**config.mk**
```make
export PLATFORM = sky130hd
export DESIGN_NAME = dmi_handler
export DESIGN_NICKNAME = d
export VERILOG_FILES = /design/src/rtl/uart_pkg.sv /design/src/rtl/dmi_handler.sv
export SDC_FILE = /design/constraint.sdc
export NUM_CORES = 1
export LEC_CHECK = 0
export BUFFER_PORTS_ARGS = -buffer_cell sky130_fd_sc_hd__buf_2
export CORE_UTILIZATION = 50
export DETAILED_ROUTE_END_ITERATION = 16
export GPL_ROUTABILITY_DRIVEN = 0
export GPL_TIMING_DRIVEN = 0
export MAX_ROUTING_LAYER = met4
export PLACE_DENSITY = 0.85
export SLEW_MARGIN = 0
export SYNTH_ARGS = -nofsm -noshare
export SYNTH_HDL_FRONTEND = slang
export SYNTH_SLANG_ARGS = --single-unit
```
**constraint.sdc**
```tcl
create_clock -name CLK_I -period 2.2 [get_ports CLK_I]
set_input_delay 0.22 -clock CLK_I [delete_from_list [all_inputs] [get_ports CLK_I]]
set_output_delay 0.22 -clock CLK_I [all_outputs]
set_load 0.01 [all_outputs]
```
**src/rtl/uart_pkg.sv**
```systemverilog
// Types and codes shared between the UART debug TAP and the DMI handler.
package uart_pkg;

    localparam logic [1:0] DTM_NOP   = 2'h0;
    localparam logic [1:0] DTM_READ  = 2'h1;
    localparam logic [1:0] DTM_WRITE = 2'h2;

    localparam logic [1:0] DMINoError = 2'h0;
    localparam logic [1:0] DMIFailed  = 2'h2;
    localparam logic [1:0] DMIBusy    = 2'h3;

    // op doubles as the response code on the read-back path, so it is a plain 2-bit field
    typedef struct packed {
        logic [6:0]  addr;
        logic [1:0]  op;
        logic [31:0] data;
    } dmi_req_t;

    typedef struct packed {
        logic [31:0] data;
        logic [1:0]  resp;
    } dmi_resp_t;

endpackage

```
**src/rtl/dmi_handler.sv**
```systemverilog
// Bridges TAP read/write strobes to a valid/ready DMI request/response pair.
// Optional response watchdog enabled by defining DMI_HANDLER_TIMEOUT_EN.
module dmi_handler
    import uart_pkg::*;
#(
    parameter int TIMEOUT_CYCLES = 1024
) (
    input  logic                         CLK_I,
    input  logic                         RST_NI,
    input  logic                         DMI_READ_I,
    input  logic                         DMI_WRITE_I,
    input  logic [$bits(dmi_req_t)-1:0]  DMI_I,
    output logic [$bits(dmi_req_t)-1:0]  DMI_O,
    output logic                         DMI_DONE_O,
    output logic [1:0]                   DMI_ERROR_O,
    input  logic                         DMI_ERROR_CLR_I,
    output logic                         DMI_REQ_VALID_O,
    input  logic                         DMI_REQ_READY_I,
    output logic [$bits(dmi_req_t)-1:0]  DMI_REQ_O,
    input  logic                         DMI_RESP_VALID_I,
    output logic                         DMI_RESP_READY_O,
    input  logic [$bits(dmi_resp_t)-1:0] DMI_RESP_I
);

    typedef enum logic [1:0] {st_idle, st_req, st_resp, st_done} state_e;

    state_e    state_q;
    dmi_req_t  req_q, out_q;
    logic      valid_q, ready_q, done_q;
    logic [1:0] err_q, err_d;

    dmi_req_t  dmi_in;
    dmi_resp_t resp_in;
    logic [1:0] unused_op;
    logic      req_xfer, resp_xfer, timeout_hit, timeout_fire;

    assign dmi_in    = dmi_req_t'(DMI_I);
    assign resp_in   = dmi_resp_t'(DMI_RESP_I);
    assign unused_op = dmi_in.op;

    assign req_xfer  = (state_q == st_req)  && DMI_REQ_READY_I;
    assign resp_xfer = (state_q == st_resp) && DMI_RESP_VALID_I;

`ifdef DMI_HANDLER_TIMEOUT_EN
    localparam int CNT_W = $clog2(TIMEOUT_CYCLES + 1);
    logic [CNT_W-1:0] cnt_q;

    assign timeout_hit = ((state_q == st_req) || (state_q == st_resp)) &&
                         (cnt_q == CNT_W'(TIMEOUT_CYCLES - 1));
`else
    logic [31:0] unused_timeout;

    assign unused_timeout = 32'(TIMEOUT_CYCLES);
    assign timeout_hit    = 1'b0;
`endif

    // A handshake landing on the watchdog's last cycle still completes normally
    assign timeout_fire = timeout_hit && !req_xfer && !resp_xfer;

    // Clear first, then let a same-cycle error overwrite it; first error sticks otherwise
    always_comb begin
        err_d = DMI_ERROR_CLR_I ? DMINoError : err_q;
        if (resp_xfer && (resp_in.resp != DMINoError) && (err_d == DMINoError))
            err_d = resp_in.resp;
        if (timeout_fire && (err_d == DMINoError))
            err_d = DMIBusy;
    end

    always_ff @(posedge CLK_I) begin
        if (!RST_NI) begin
            state_q <= st_idle;
            req_q   <= '0;
            out_q   <= '0;
            valid_q <= 1'b0;
            ready_q <= 1'b0;
            done_q  <= 1'b0;
            err_q   <= '0;
`ifdef DMI_HANDLER_TIMEOUT_EN
            cnt_q   <= '0;
`endif
        end else begin
            err_q <= err_d;
            case (state_q)
                st_idle: begin
                    if (DMI_READ_I) begin
                        req_q   <= '{addr: dmi_in.addr, op: DTM_READ, data: 32'h0};
                        valid_q <= 1'b1;
                        state_q <= st_req;
                    end else if (DMI_WRITE_I) begin
                        req_q   <= '{addr: dmi_in.addr, op: DTM_WRITE, data: dmi_in.data};
                        valid_q <= 1'b1;
                        state_q <= st_req;
                    end
`ifdef DMI_HANDLER_TIMEOUT_EN
                    cnt_q <= '0;
`endif
                end
                st_req: begin
                    if (DMI_REQ_READY_I) begin
                        valid_q <= 1'b0;
                        ready_q <= 1'b1;
                        state_q <= st_resp;
                    end else if (timeout_hit) begin
                        valid_q <= 1'b0;
                        out_q   <= '{addr: req_q.addr, op: DMIBusy, data: 32'h0};
                        done_q  <= 1'b1;
                        state_q <= st_done;
                    end
`ifdef DMI_HANDLER_TIMEOUT_EN
                    cnt_q <= DMI_REQ_READY_I ? '0 : cnt_q + 1'b1;
`endif
                end
                st_resp: begin
                    if (DMI_RESP_VALID_I) begin
                        ready_q <= 1'b0;
                        out_q   <= '{addr: req_q.addr, op: resp_in.resp, data: resp_in.data};
                        // TAP gave up waiting: swallow the response silently
                        if (DMI_READ_I || DMI_WRITE_I) begin
                            done_q  <= 1'b1;
                            state_q <= st_done;
                        end else begin
                            state_q <= st_idle;
                        end
                    end else if (timeout_hit) begin
                        ready_q <= 1'b0;
                        out_q   <= '{addr: req_q.addr, op: DMIBusy, data: 32'h0};
                        done_q  <= 1'b1;
                        state_q <= st_done;
                    end
`ifdef DMI_HANDLER_TIMEOUT_EN
                    cnt_q <= cnt_q + 1'b1;
`endif
                end
                st_done: begin
                    if (!DMI_READ_I && !DMI_WRITE_I) begin
                        done_q  <= 1'b0;
                        state_q <= st_idle;
                    end
                end
                default: state_q <= st_idle;
            endcase
        end
    end

    assign DMI_O            = out_q;
    assign DMI_REQ_O        = req_q;
    assign DMI_DONE_O       = done_q;
    assign DMI_ERROR_O      = err_q;
    assign DMI_REQ_VALID_O  = valid_q;
    assign DMI_RESP_READY_O = ready_q;

endmodule

```
==> flow_summary.json <==
{
  "cp-end-kind": "flop",
  "run_status": "completed",
  "fill_cells": 613,
  "maxCapViolations": 0,
  "first_pass_iters": 4,
  "cts_setup_buffers": 0,
  "wirelength_mm": 9.36,
  "yosys_register_bits": 89,
  "antenna_left": 0,
  "core_area_mm2": 0.00694,
  "area_growth_pct": 31.5,
  "worstPathRequired_ns": 2.43,
  "synth_top_area_cell": "dfxtp_1",
  "hold_viol_final": 0,
  "grt_pass1_vias": 3140,
  "period_minus_slack_ns": 1.36,
  "power.leakage_uw": 0.00210,
  "timing.final.crit_share_pct": 61.7,
  "cts_hold_repair.buffers": 0,
  "grt_pass1_wl_mm": 14.3,
  "critPathTopFamily": "buffers and inverters",
  "synth_top_area_share_pct": 48.6,
  "synth_area_leaders": "dfxtp_1 49%, a21boi_1 14%, nand2_1 8.7%",
  "cts_max_level": 3,
  "num_vias": 3492,
  "cts_tree": "done",
  "drc": 0,
  "die-area_mm2": 0.00768,
  "rsz0062_at_grt": "no",
  "hold_path.class": "input port to flop",
  "viasPerCell": 5.15,
  "ys_types": 26,
  "cp.arrival_ns": 1.59,
  "crit_type": "flop to flop",
  "dieWidth_um": 87.7,
  "syn_nets": 484,
  "crit_slowest_cell": "dfxtp_1",
  "clockBufferDepth": 2,
  "critPathLaunchType": "flop",
  "skew_ns": 0.0126,
  "regArea_mm2": 0.00178,
  "grt-ovfl-total": 0,
  "ios": 169,
  "dp_slack_ns": 0.856,
  "dr.first_iter.drc_count": 92,
  "layout-drive-gt1-share_pct": 36.8,
  "io_buffers": 164,
  "grt_use_total_pct": 24.4,
  "initial_core_util_pct": 52.8,
  "num_antenna_cells": 0,
  "syn_inst": 402,
  "worstMarginPinSlew_ns": 0.434,
  "setup_tns_ns": 0,
  "cts.clk_slew.worst_paths_ns": 0.09,
  "post_cts_resized": 0,
  "layout.nets": 659,
  "cts_buffers": 9,
  "multi_input_area_mm2": 0.00167,
  "powerDensity_mw_per_mm2": 692,
  "path_cells": "buf_6 -> or2_1 -> clkbuf_1 -> o21ai_0 -> a21boi_1",
  "fin_hold_ws_ns": 0.101,
  "cp_max_fo": 10,
  "clock_sinks": 89,
  "yosysSeqAreaShare_pct": 48.6,
  "wl_per_cell_um": 13.8,
  "most-common-layout-cells": "173 x buf_2, 89 x dfxtp_1, 85 x nand2_1, 70 x a21boi_1, 41 x o21ai_0",
  "grt_max_degree": 16,
  "irDropWorstVdd_mv": 0.454,
  "drv_slew": 0,
  "ctsRootBufferMaster": "clkbuf_8",
  "layout_commonest_cell": "buf_2",
  "slew_headroom_pct": 71.0,
  "syn_area_mm2": 0.00367,
  "row_count": 30,
  "worstSkewPairLatency_ns": 0.35,
  "synth_area_per_cell_um2": 9.13,
  "setup_violations": 0,
  "clock.fmax_ghz": 0.737,
  "dpl.hpwl_mm": 7.02,
  "setup_slack_ns": 0.842,
  "crit_buf_inv": 2,
  "antenna_found_initial": 0,
  "die_h_um": 87.7,
  "crit_path_max_incr_delay_ns": 0.32,
  "yosysWarnings": 0
}
worst paths after layout:
path	start	end	slack (ns)	cells after the start
worst min register to register	DMI_O[23]$_SDFFE_PN0P_	DMI_O[23]$_SDFFE_PN0P_	0.45	2
worst max-delay path	state_q[1]$_SDFFE_PN0P_	DMI_REQ_O[23]$_SDFFE_PN0P_	0.84	5
worst max register to register	state_q[1]$_SDFFE_PN0P_	DMI_REQ_O[23]$_SDFFE_PN0P_	0.84	5
worst min-delay path	DMI_RESP_I[27]	DMI_O[25]$_SDFFE_PN0P_	0.10	3
logic make-up (layout without fill, tap and decap cells):
family	count (synthesis)	after routing	share of synthesized area (%)
simple gates	140	140	20.2
buf+inv	40	220	5.97
compound gates	133	133	25.3
flops	89	89	48.6
state kept, by name, summed over array words and instances, names as in the netlist:
signal,flops
DMI_O,41
DMI_REQ_O,41
DMI_ERROR_O,2
state_q,2
DMI_DONE_O,1
DMI_REQ_VALID_O,1
DMI_RESP_READY_O,1
synth_stat cells, drive strengths merged:
cell,number
nor2,3
nand3,9
dfxtp,89
or2,2
nand2b,3
o21ai,43
o2bb2ai,1
and2,1
o2111a,1
and3b,2
buf,16
a21boi,85
nand3b,2
a22oi,1
a21oi,2
nor2b,1
nand2,85
clkbuf,24
nand4b,32
power by group:
group | leakage [uW] | total [uW] | switching, uW | internal [uW]
clock | 0.000102 | 1170 | 577 | 593
combinational | 0.00128 | 466 | 258 | 208
sequential | 0.000722 | 1700 | 31.2 | 1670
total | 0.00210 | 3340 | 866 | 2470
routing by layer:
| metal | global-route usage [%] | share of wire (%) | vias to the layer above | wire length, um |
|---|---|---|---|---|
| met5 | - | 0 | - | 0 |
| met4 | 8.64 | 1.4 | 0 | 131 |
| met3 | 5.84 | 8.8 | 14 | 827 |
| met2 | 40.3 | 46 | 151 | 4350 |
| met1 | 29.1 | 43 | 1584 | 4050 |
| li1 | - | - | 1743 | - |
stage by stage:
stage,power [uW],instances,area (um^2),util [%]
global route,3480,678,4820,69.5
CTS,3370,678,4820,69.5
finish,3340,678,4820,69.5
floorplan,2010,402,3670,-
global placement,2190,662,4610,66.4
detailed placement,2200,662,4610,66.4
layout make-up:
| type | instances | share of cell area, % |
|---|---|---|
| Sequential cell | 89 | 36.9 |
| Multi-Input combinational cell | 273 | 34.6 |
| Timing Repair Buffer | 164 | 17.0 |
| Buffer | 40 | 4.54 |
| Clock buffer | 11 | 3.14 |
| Tap cell | 96 | 2.49 |
| Clock inverter | 5 | 1.30 |
worst min-delay path, delay by kind of cell:
family          cells  cell delay, ns
buf+inv             1            0.09
simple gates        1            0.04
compound gates      1            0.05
Note: power is estimated with default switching activity, not from simulation.
